<file path="config.mk">
export PLATFORM = sky130hd
export DESIGN_NAME = alarm_frame_receiver
export DESIGN_NICKNAME = d
export VERILOG_FILES = /design/src/rtl/alarm_frame_pkg.sv /design/src/rtl/alarm_sync_detect.sv /design/src/rtl/alarm_frame_receiver.sv
export SDC_FILE = /design/constraint.sdc
export NUM_CORES = 1
export LEC_CHECK = 0
export CAP_MARGIN = 20
export CELL_PAD_IN_SITES_DETAIL_PLACEMENT = 1
export CELL_PAD_IN_SITES_GLOBAL_PLACEMENT = 2
export CORE_MARGIN = 3
export CORE_UTILIZATION = 34
export CTS_CLUSTER_SIZE = 14
export DETAILED_ROUTE_END_ITERATION = 6
export PLACE_DENSITY = 0.78
export SYNTH_ARGS = -nofsm -noshare
export SYNTH_HDL_FRONTEND = slang
export SYNTH_SLANG_ARGS = --single-unit
</file>
<file path="constraint.sdc">
create_clock -name CLK -period 1.8 [get_ports CLK]
set_input_delay 0.54 -clock CLK [delete_from_list [all_inputs] [get_ports CLK]]
set_output_delay 0.54 -clock CLK [all_outputs]
set_load 0.005 [all_outputs]
</file>
<file path="src/rtl/alarm_frame_pkg.sv">
// rtl/alarm_frame_pkg.sv - shared widths, states and frame type for the alarm frame receiver
package alarm_frame_pkg;

  localparam int         SYNC_W_DEF   = 4;
  localparam logic [3:0] SYNC_PAT_DEF = 4'b1010;
  localparam int         ID_W_DEF     = 8;
  localparam int         ZONE_W_DEF   = 4;
  localparam int         EVT_W_DEF    = 4;
  localparam int         TIMEOUT_DEF  = 64;

  // Payload is everything after the preamble: ID, zone, event and the parity bit
  localparam int PAYLOAD_W = ID_W_DEF + ZONE_W_DEF + EVT_W_DEF + 1;

  typedef enum logic {
    HUNT    = 1'b0,
    COLLECT = 1'b1
  } rx_state_t;

  // Decoded frame as consumed by the alarm control FSM
  typedef struct packed {
    logic [ID_W_DEF-1:0]   id;
    logic [ZONE_W_DEF-1:0] zone;
    logic [EVT_W_DEF-1:0]  evt;
  } alarm_frame_t;

endpackage

</file>
<file path="src/rtl/alarm_sync_detect.sv">
// rtl/alarm_sync_detect.sv - sliding-window preamble detector with synchronous clear
module alarm_sync_detect #(
  parameter int                SYNC_W   = 4,
  parameter logic [SYNC_W-1:0] SYNC_PAT = 4'b1010
) (
  input  logic CLK,
  input  logic reset,
  input  logic clear,
  input  logic shift_en,
  input  logic bit_in,
  output logic match
);

  logic [SYNC_W-1:0] window;
  logic [SYNC_W-1:0] window_shifted;

  // Candidate window including the bit on the wire this cycle
  always_comb begin
    window_shifted = {window[SYNC_W-2:0], bit_in};
    match          = shift_en && (window_shifted == SYNC_PAT);
  end

  // Window history; clear wins so a finished frame never seeds the next hunt
  always_ff @(posedge CLK) begin
    if (!reset || clear) begin
      window <= '0;
    end else if (shift_en) begin
      window <= window_shifted;
    end
  end

endmodule

</file>
<file path="src/rtl/alarm_frame_receiver.sv">
// rtl/alarm_frame_receiver.sv - serial alarm frame hunter/deserializer; ALARM_FRAME_ERRCNT_EN adds ERR_COUNT
module alarm_frame_receiver
  import alarm_frame_pkg::*;
#(
  parameter int                SYNC_W   = SYNC_W_DEF,
  parameter logic [SYNC_W-1:0] SYNC_PAT = SYNC_PAT_DEF,
  parameter int                ID_W     = ID_W_DEF,
  parameter int                ZONE_W   = ZONE_W_DEF,
  parameter int                EVT_W    = EVT_W_DEF,
  parameter int                TIMEOUT  = TIMEOUT_DEF
) (
  input  logic              CLK,
  input  logic              reset,
  input  logic              BIT_IN,
  input  logic              BIT_VALID,
  output logic [ID_W-1:0]   SENSOR_ID,
  output logic [ZONE_W-1:0] ZONE,
  output logic [EVT_W-1:0]  EVENT,
  output logic              FRAME_VALID,
  output logic              PARITY_ERR,
`ifdef ALARM_FRAME_ERRCNT_EN
  output logic [7:0]        ERR_COUNT,
`endif
  output logic              FRAME_ABORT
);

  localparam int PL_W  = ID_W + ZONE_W + EVT_W + 1;
  localparam int CNT_W = $clog2(PL_W + 1);

  rx_state_t        state;
  rx_state_t        state_next;
  logic [CNT_W-1:0] bit_cnt;
  logic [PL_W-2:0]  payload_sr;
  logic [PL_W-1:0]  payload_next;
  logic             parity_acc;
  logic [7:0]       idle_cnt;

  logic             sync_match;
  logic             hunt_shift;
  logic             last_bit;
  logic             timeout_hit;
  logic             frame_good;
  logic             frame_bad;

  alarm_sync_detect #(
    .SYNC_W   (SYNC_W),
    .SYNC_PAT (SYNC_PAT)
  ) u_sync (
    .CLK      (CLK),
    .reset    (reset),
    .clear    (last_bit || timeout_hit),
    .shift_en (hunt_shift),
    .bit_in   (BIT_IN),
    .match    (sync_match)
  );

  // Full payload as it stands once this cycle's bit is included
  always_comb begin
    payload_next = {payload_sr, BIT_IN};
  end

  // State register
  always_ff @(posedge CLK) begin
    if (!reset) begin
      state <= HUNT;
    end else begin
      state <= state_next;
    end
  end

  // Next-state: lock on preamble, leave on last payload bit or idle expiry
  always_comb begin
    state_next = state;
    case (state)
      HUNT:    if (sync_match) state_next = COLLECT;
      COLLECT: if (last_bit || timeout_hit) state_next = HUNT;
      default: state_next = HUNT;
    endcase
  end

  // Control strobes; an arriving bit always beats an expiring idle counter
  always_comb begin
    hunt_shift  = 1'b0;
    last_bit    = 1'b0;
    timeout_hit = 1'b0;
    frame_good  = 1'b0;
    frame_bad   = 1'b0;
    case (state)
      HUNT: hunt_shift = BIT_VALID;
      COLLECT: begin
        last_bit    = BIT_VALID && (bit_cnt == CNT_W'(PL_W - 1));
        timeout_hit = !BIT_VALID && (idle_cnt == 8'(TIMEOUT - 1));
        frame_good  = last_bit && !(parity_acc ^ BIT_IN);
        frame_bad   = last_bit && (parity_acc ^ BIT_IN);
      end
      default: ;
    endcase
  end

  // Payload shift, running parity and idle counting while collecting
  always_ff @(posedge CLK) begin
    if (!reset) begin
      bit_cnt    <= '0;
      payload_sr <= '0;
      parity_acc <= 1'b0;
      idle_cnt   <= '0;
    end else if (state == HUNT) begin
      bit_cnt    <= '0;
      parity_acc <= 1'b0;
      idle_cnt   <= '0;
    end else if (BIT_VALID) begin
      payload_sr <= payload_next[PL_W-2:0];
      parity_acc <= parity_acc ^ BIT_IN;
      bit_cnt    <= bit_cnt + 1'b1;
      idle_cnt   <= '0;
    end else begin
      idle_cnt   <= idle_cnt + 1'b1;
    end
  end

  // Registered result pulses; fields only move on a good frame
  always_ff @(posedge CLK) begin
    if (!reset) begin
      SENSOR_ID   <= '0;
      ZONE        <= '0;
      EVENT       <= '0;
      FRAME_VALID <= 1'b0;
      PARITY_ERR  <= 1'b0;
      FRAME_ABORT <= 1'b0;
    end else begin
      FRAME_VALID <= frame_good;
      PARITY_ERR  <= frame_bad;
      FRAME_ABORT <= timeout_hit;
      if (frame_good) begin
        SENSOR_ID <= payload_next[PL_W-1:PL_W-ID_W];
        ZONE      <= payload_next[EVT_W+ZONE_W:EVT_W+1];
        EVENT     <= payload_next[EVT_W:1];
      end
    end
  end

`ifdef ALARM_FRAME_ERRCNT_EN
  // Saturating count of dropped frames, cleared only by reset
  always_ff @(posedge CLK) begin
    if (!reset) begin
      ERR_COUNT <= '0;
    end else if ((frame_bad || timeout_hit) && (ERR_COUNT != 8'hFF)) begin
      ERR_COUNT <= ERR_COUNT + 8'd1;
    end
  end
`endif

endmodule

</file>
==> reports/results.tsv, run 1 <==
stage	metric	value	unit
clocking	tritoncts	yes	
clocking	cts_buffer_depth	2	
floorplan	rows	28	
timing	fin_ws	83.6	ps
clocking	clock_sink_count	53	
clocking	post_cts_buffers	0	
status	status	complete, no violations	
critical_path	crit_path_cell_trace	clkdlybuf4s50_1 > or4b_4 > nor3_4 > o31ai_1	
job	drv_cap	0	
synthesis	yosysWarnings	0	
clocking	root_buffer	clkbuf_8	
timing	rsz0062_at_grt	no	
power_and_ir_drop	clock_power_share	0.350	
synthesis	synthesis.area	2120	sq um
synthesis	ys_seq_area_frac	0.500	
timing	post-route-min-period	1720	ps
critical_path	cp_top_family	simple AND/OR/NAND/NOR gates	
cells_and_area	mostFrequentLayoutCells	nand2_1, dfxtp_1, clkdlybuf4s50_1	
synthesis	synth_edf_count	0	
synthesis	synth_top_flop_cell	dfxtp_1	
cells_and_area	drive_above_1_share	0.111	
power_and_ir_drop	p_leak	0.864	nW
synthesis	synth_nets	238	
routing	wl_per_cell	12.7	um
placed_design	hpwl	2970	um
routing	drtIter0Drc	49	
placed_design	gp_congestion	0.719	
timing	setup_viol	0	
cells_and_area	multi_input_area	992	sq um
power_and_ir_drop	power.total	1.90	mW
placed_design	dp_slack	-244	ps
placed_design	portBuffers	22	
cells_and_area	n_antenna_cell	0	
global_routing	grt_antenna_before_repair	0	
critical_path	reg2reg_setup_slack	330	ps
floorplan	initial_core_util	0.354	
timing	relSlewSlack	0.796	
clocking	cts.clk_slew.worst_paths	90	ps
timing	clock.fmax	583	MHz
power_and_ir_drop	seqPwrFrac	0.618	
synthesis	synth_seq_cells	53	
power_and_ir_drop	p_sw	0.430	mW
power_and_ir_drop	power_frac_comb	0.032	
power_and_ir_drop	power_density	733	nW/um^2
critical_path	crit_type	in -> reg	
synthesis	ys_async_sr_fraction	0	
routing	num_vias	1592	
synthesis	synth.distinct_cells	32	
global_routing	grt_pass1_vias	1614	
timing	final_hold_viol_count	0	
clocking	htree_levels	2	
routing	dr.pass1.iters	4	
routing	drc	0	
synthesis	synth_area_per_cell	9.19	sq um
critical_path	crit_slowest_cell	or4b_4	
floorplan	die_h	85.0	um
critical_path	cp-end-kind	register	
synthesis	synthCells	231	
clocking	clk-insertion-delay-late	310	ps
power_and_ir_drop	switching_share	0.226	
power_and_ir_drop	p_int	1.47	mW
critical_path	arrival	1910	ps
timing	whs	454	ps
cells_and_area	final_common_cell	nand2_1	
routing	drt-vias-per-instance	4.72	
timing	fin_skew	7.75	ps
cells_and_area	fillCellCount	702	
critical_path	worst-path-buf-inv	1	
floorplan	io_pins	23	
floorplan	die_w	85.0	um
floorplan	fp.dieArea	7230	sq um
critical_path	start_kind	input pin	
power_and_ir_drop	ir_drop	295	uV
clocking	cts-buffers-inserted	5	
min_path	hp-class	reg -> reg	
global_routing	grt_pass1_wl	7660	um
routing	ant_nets	0	
critical_path	worstPathRequired	1990	ps
clocking	ctsHoldBuffers	0	
global_routing	grt_usage	0.132	
global_routing	grt_overflow	0	
timing	tightestPinTransition	306	ps
routing	drt_wl_total	4270	um
critical_path	crit_path_max_fanout	5	
cells_and_area	final_net_count	268	
cells_and_area	seq_area	1060	sq um
cells_and_area	syn_to_final_growth	22.1	%
critical_path	max_stage_delay	570	ps
timing	slew_violations	0	
timing	min_period_over_period	0.954	
clocking	post_cts_resized	0	
floorplan	core_area	5990	sq um
global_routing	grt_max_degree	36	
power by group through the flow:
stage | clock network [mW] | logic, mW | registers, mW
after CTS | 0.697 | 0.0618 | 1.18
after floorplan | 0 | 0.0342 | 1.20
after global placement | 0 | 0.0615 | 1.20
after detailed placement | 0 | 0.0611 | 1.20
final | 0.666 | 0.0601 | 1.18
after global routing | 0.755 | 0.0675 | 1.18
final cells by class:
type	count	area share
Inverter	2	0.00290
Multi-Input combinational cell	163	0.383
Timing Repair Buffer	36	0.135
Tap cell	75	0.0362
Sequential cell	53	0.410
Clock buffer	5	0.0265
Clock inverter	3	0.00676
worst reg2reg max path, cell delays in order (launching register included):
cell and delay, ps:
dfxtp_1 350, inv_1 70, ha_1 190, nand4bb_4 160, nor3_4 220, buf_12 200
mux2i_1 220
sequential cells by signal, indices dropped and copies added, names as in the netlist:
register       count
SENSOR_ID          8
u_sync.window      3
payload_sr        16
idle_cnt           8
EVENT              4
bit_cnt            5
ZONE               4
parity_acc         1
PARITY_ERR         1
state              1
FRAME_ABORT        1
FRAME_VALID        1
synthesized netlist by cell type, drive strengths merged, types with 2 or more instances:
| master | count | share of area |
|---|---|---|
| buf | 5 | 0.018 |
| ha | 3 | 0.018 |
| a21oi | 3 | 0.0071 |
| nor3b | 2 | 0.0071 |
| dfxtp | 53 | 0.50 |
| or3 | 2 | 0.0059 |
| nand3 | 3 | 0.0071 |
| and2 | 4 | 0.012 |
| nor3 | 5 | 0.019 |
| xor2 | 7 | 0.029 |
| mux2i | 20 | 0.094 |
| inv | 2 | 0.0035 |
| nor2 | 12 | 0.021 |
| o31ai | 2 | 0.0071 |
| a21boi | 16 | 0.057 |
| o21ai | 3 | 0.0071 |
| nand4 | 3 | 0.0088 |
| nand2 | 71 | 0.13 |
| xnor2 | 2 | 0.0083 |
| clkbuf | 8 | 0.015 |
per-layer routing:
metal | part of all wire | global-route usage
met1 | 0.52 | 0.183
met2 | 0.43 | 0.197
met3 | 0.036 | 0.0350
met4 | 0.016 | 0.0518
met5 | 0 | 0
through the flow:
| step | instance area [sq um] | utilization | setup TNS (ps) | cells |
|---|---|---|---|---|
| floorplan | 2120 | - | 0 | 231 |
| global placement | 2500 | 0.418 | -4540 | 329 |
| detailed placement | 2500 | 0.418 | -6190 | 329 |
| CTS | 2590 | 0.433 | 0 | 337 |
| global route | 2590 | 0.433 | 0 | 337 |
| finish | 2590 | 0.433 | 0 | 337 |
final timing paths:
| path | from | endpoint | depth (start not counted) |
|---|---|---|---|
| worst min-delay path | idle_cnt[0]$_SDFF_PP0_ | idle_cnt[0]$_SDFF_PP0_ | 1 |
| worst max-delay path | BIT_VALID | state$_SDFF_PN0_ | 4 |
| worst min register to register | idle_cnt[0]$_SDFF_PP0_ | idle_cnt[0]$_SDFF_PP0_ | 1 |
| worst max register to register | bit_cnt[0]$_SDFFE_PN0P_ | SENSOR_ID[4]$_SDFFE_PN0P_ | 6 |
kinds of logic after synthesis:
logic type / share of synthesized area
and+or+nand+nor: 0.237
adders and majority gates: 0.0177
buffers and inverters: 0.0359
DFF: 0.500
xor gates and xnor gates: 0.0371
muxes: 0.0943
AOI/OAI and AO/OA: 0.0778
Power figures use the tool's default switching activity.
==> run 2, diff against run 1 <==
--- a/config.mk
+++ b/config.mk
@@ -13,6 +13,8 @@
 export CTS_CLUSTER_SIZE = 14
 export DETAILED_ROUTE_END_ITERATION = 6
 export PLACE_DENSITY = 0.78
+export SKIP_CTS_REPAIR_TIMING = 1
+export SLEW_MARGIN = 40
 export SYNTH_ARGS = -nofsm -noshare
 export SYNTH_HDL_FRONTEND = slang
 export SYNTH_SLANG_ARGS = --single-unit
==> results of run 2 <==
Final layout, timing and power as in run 1 (identical DEF).
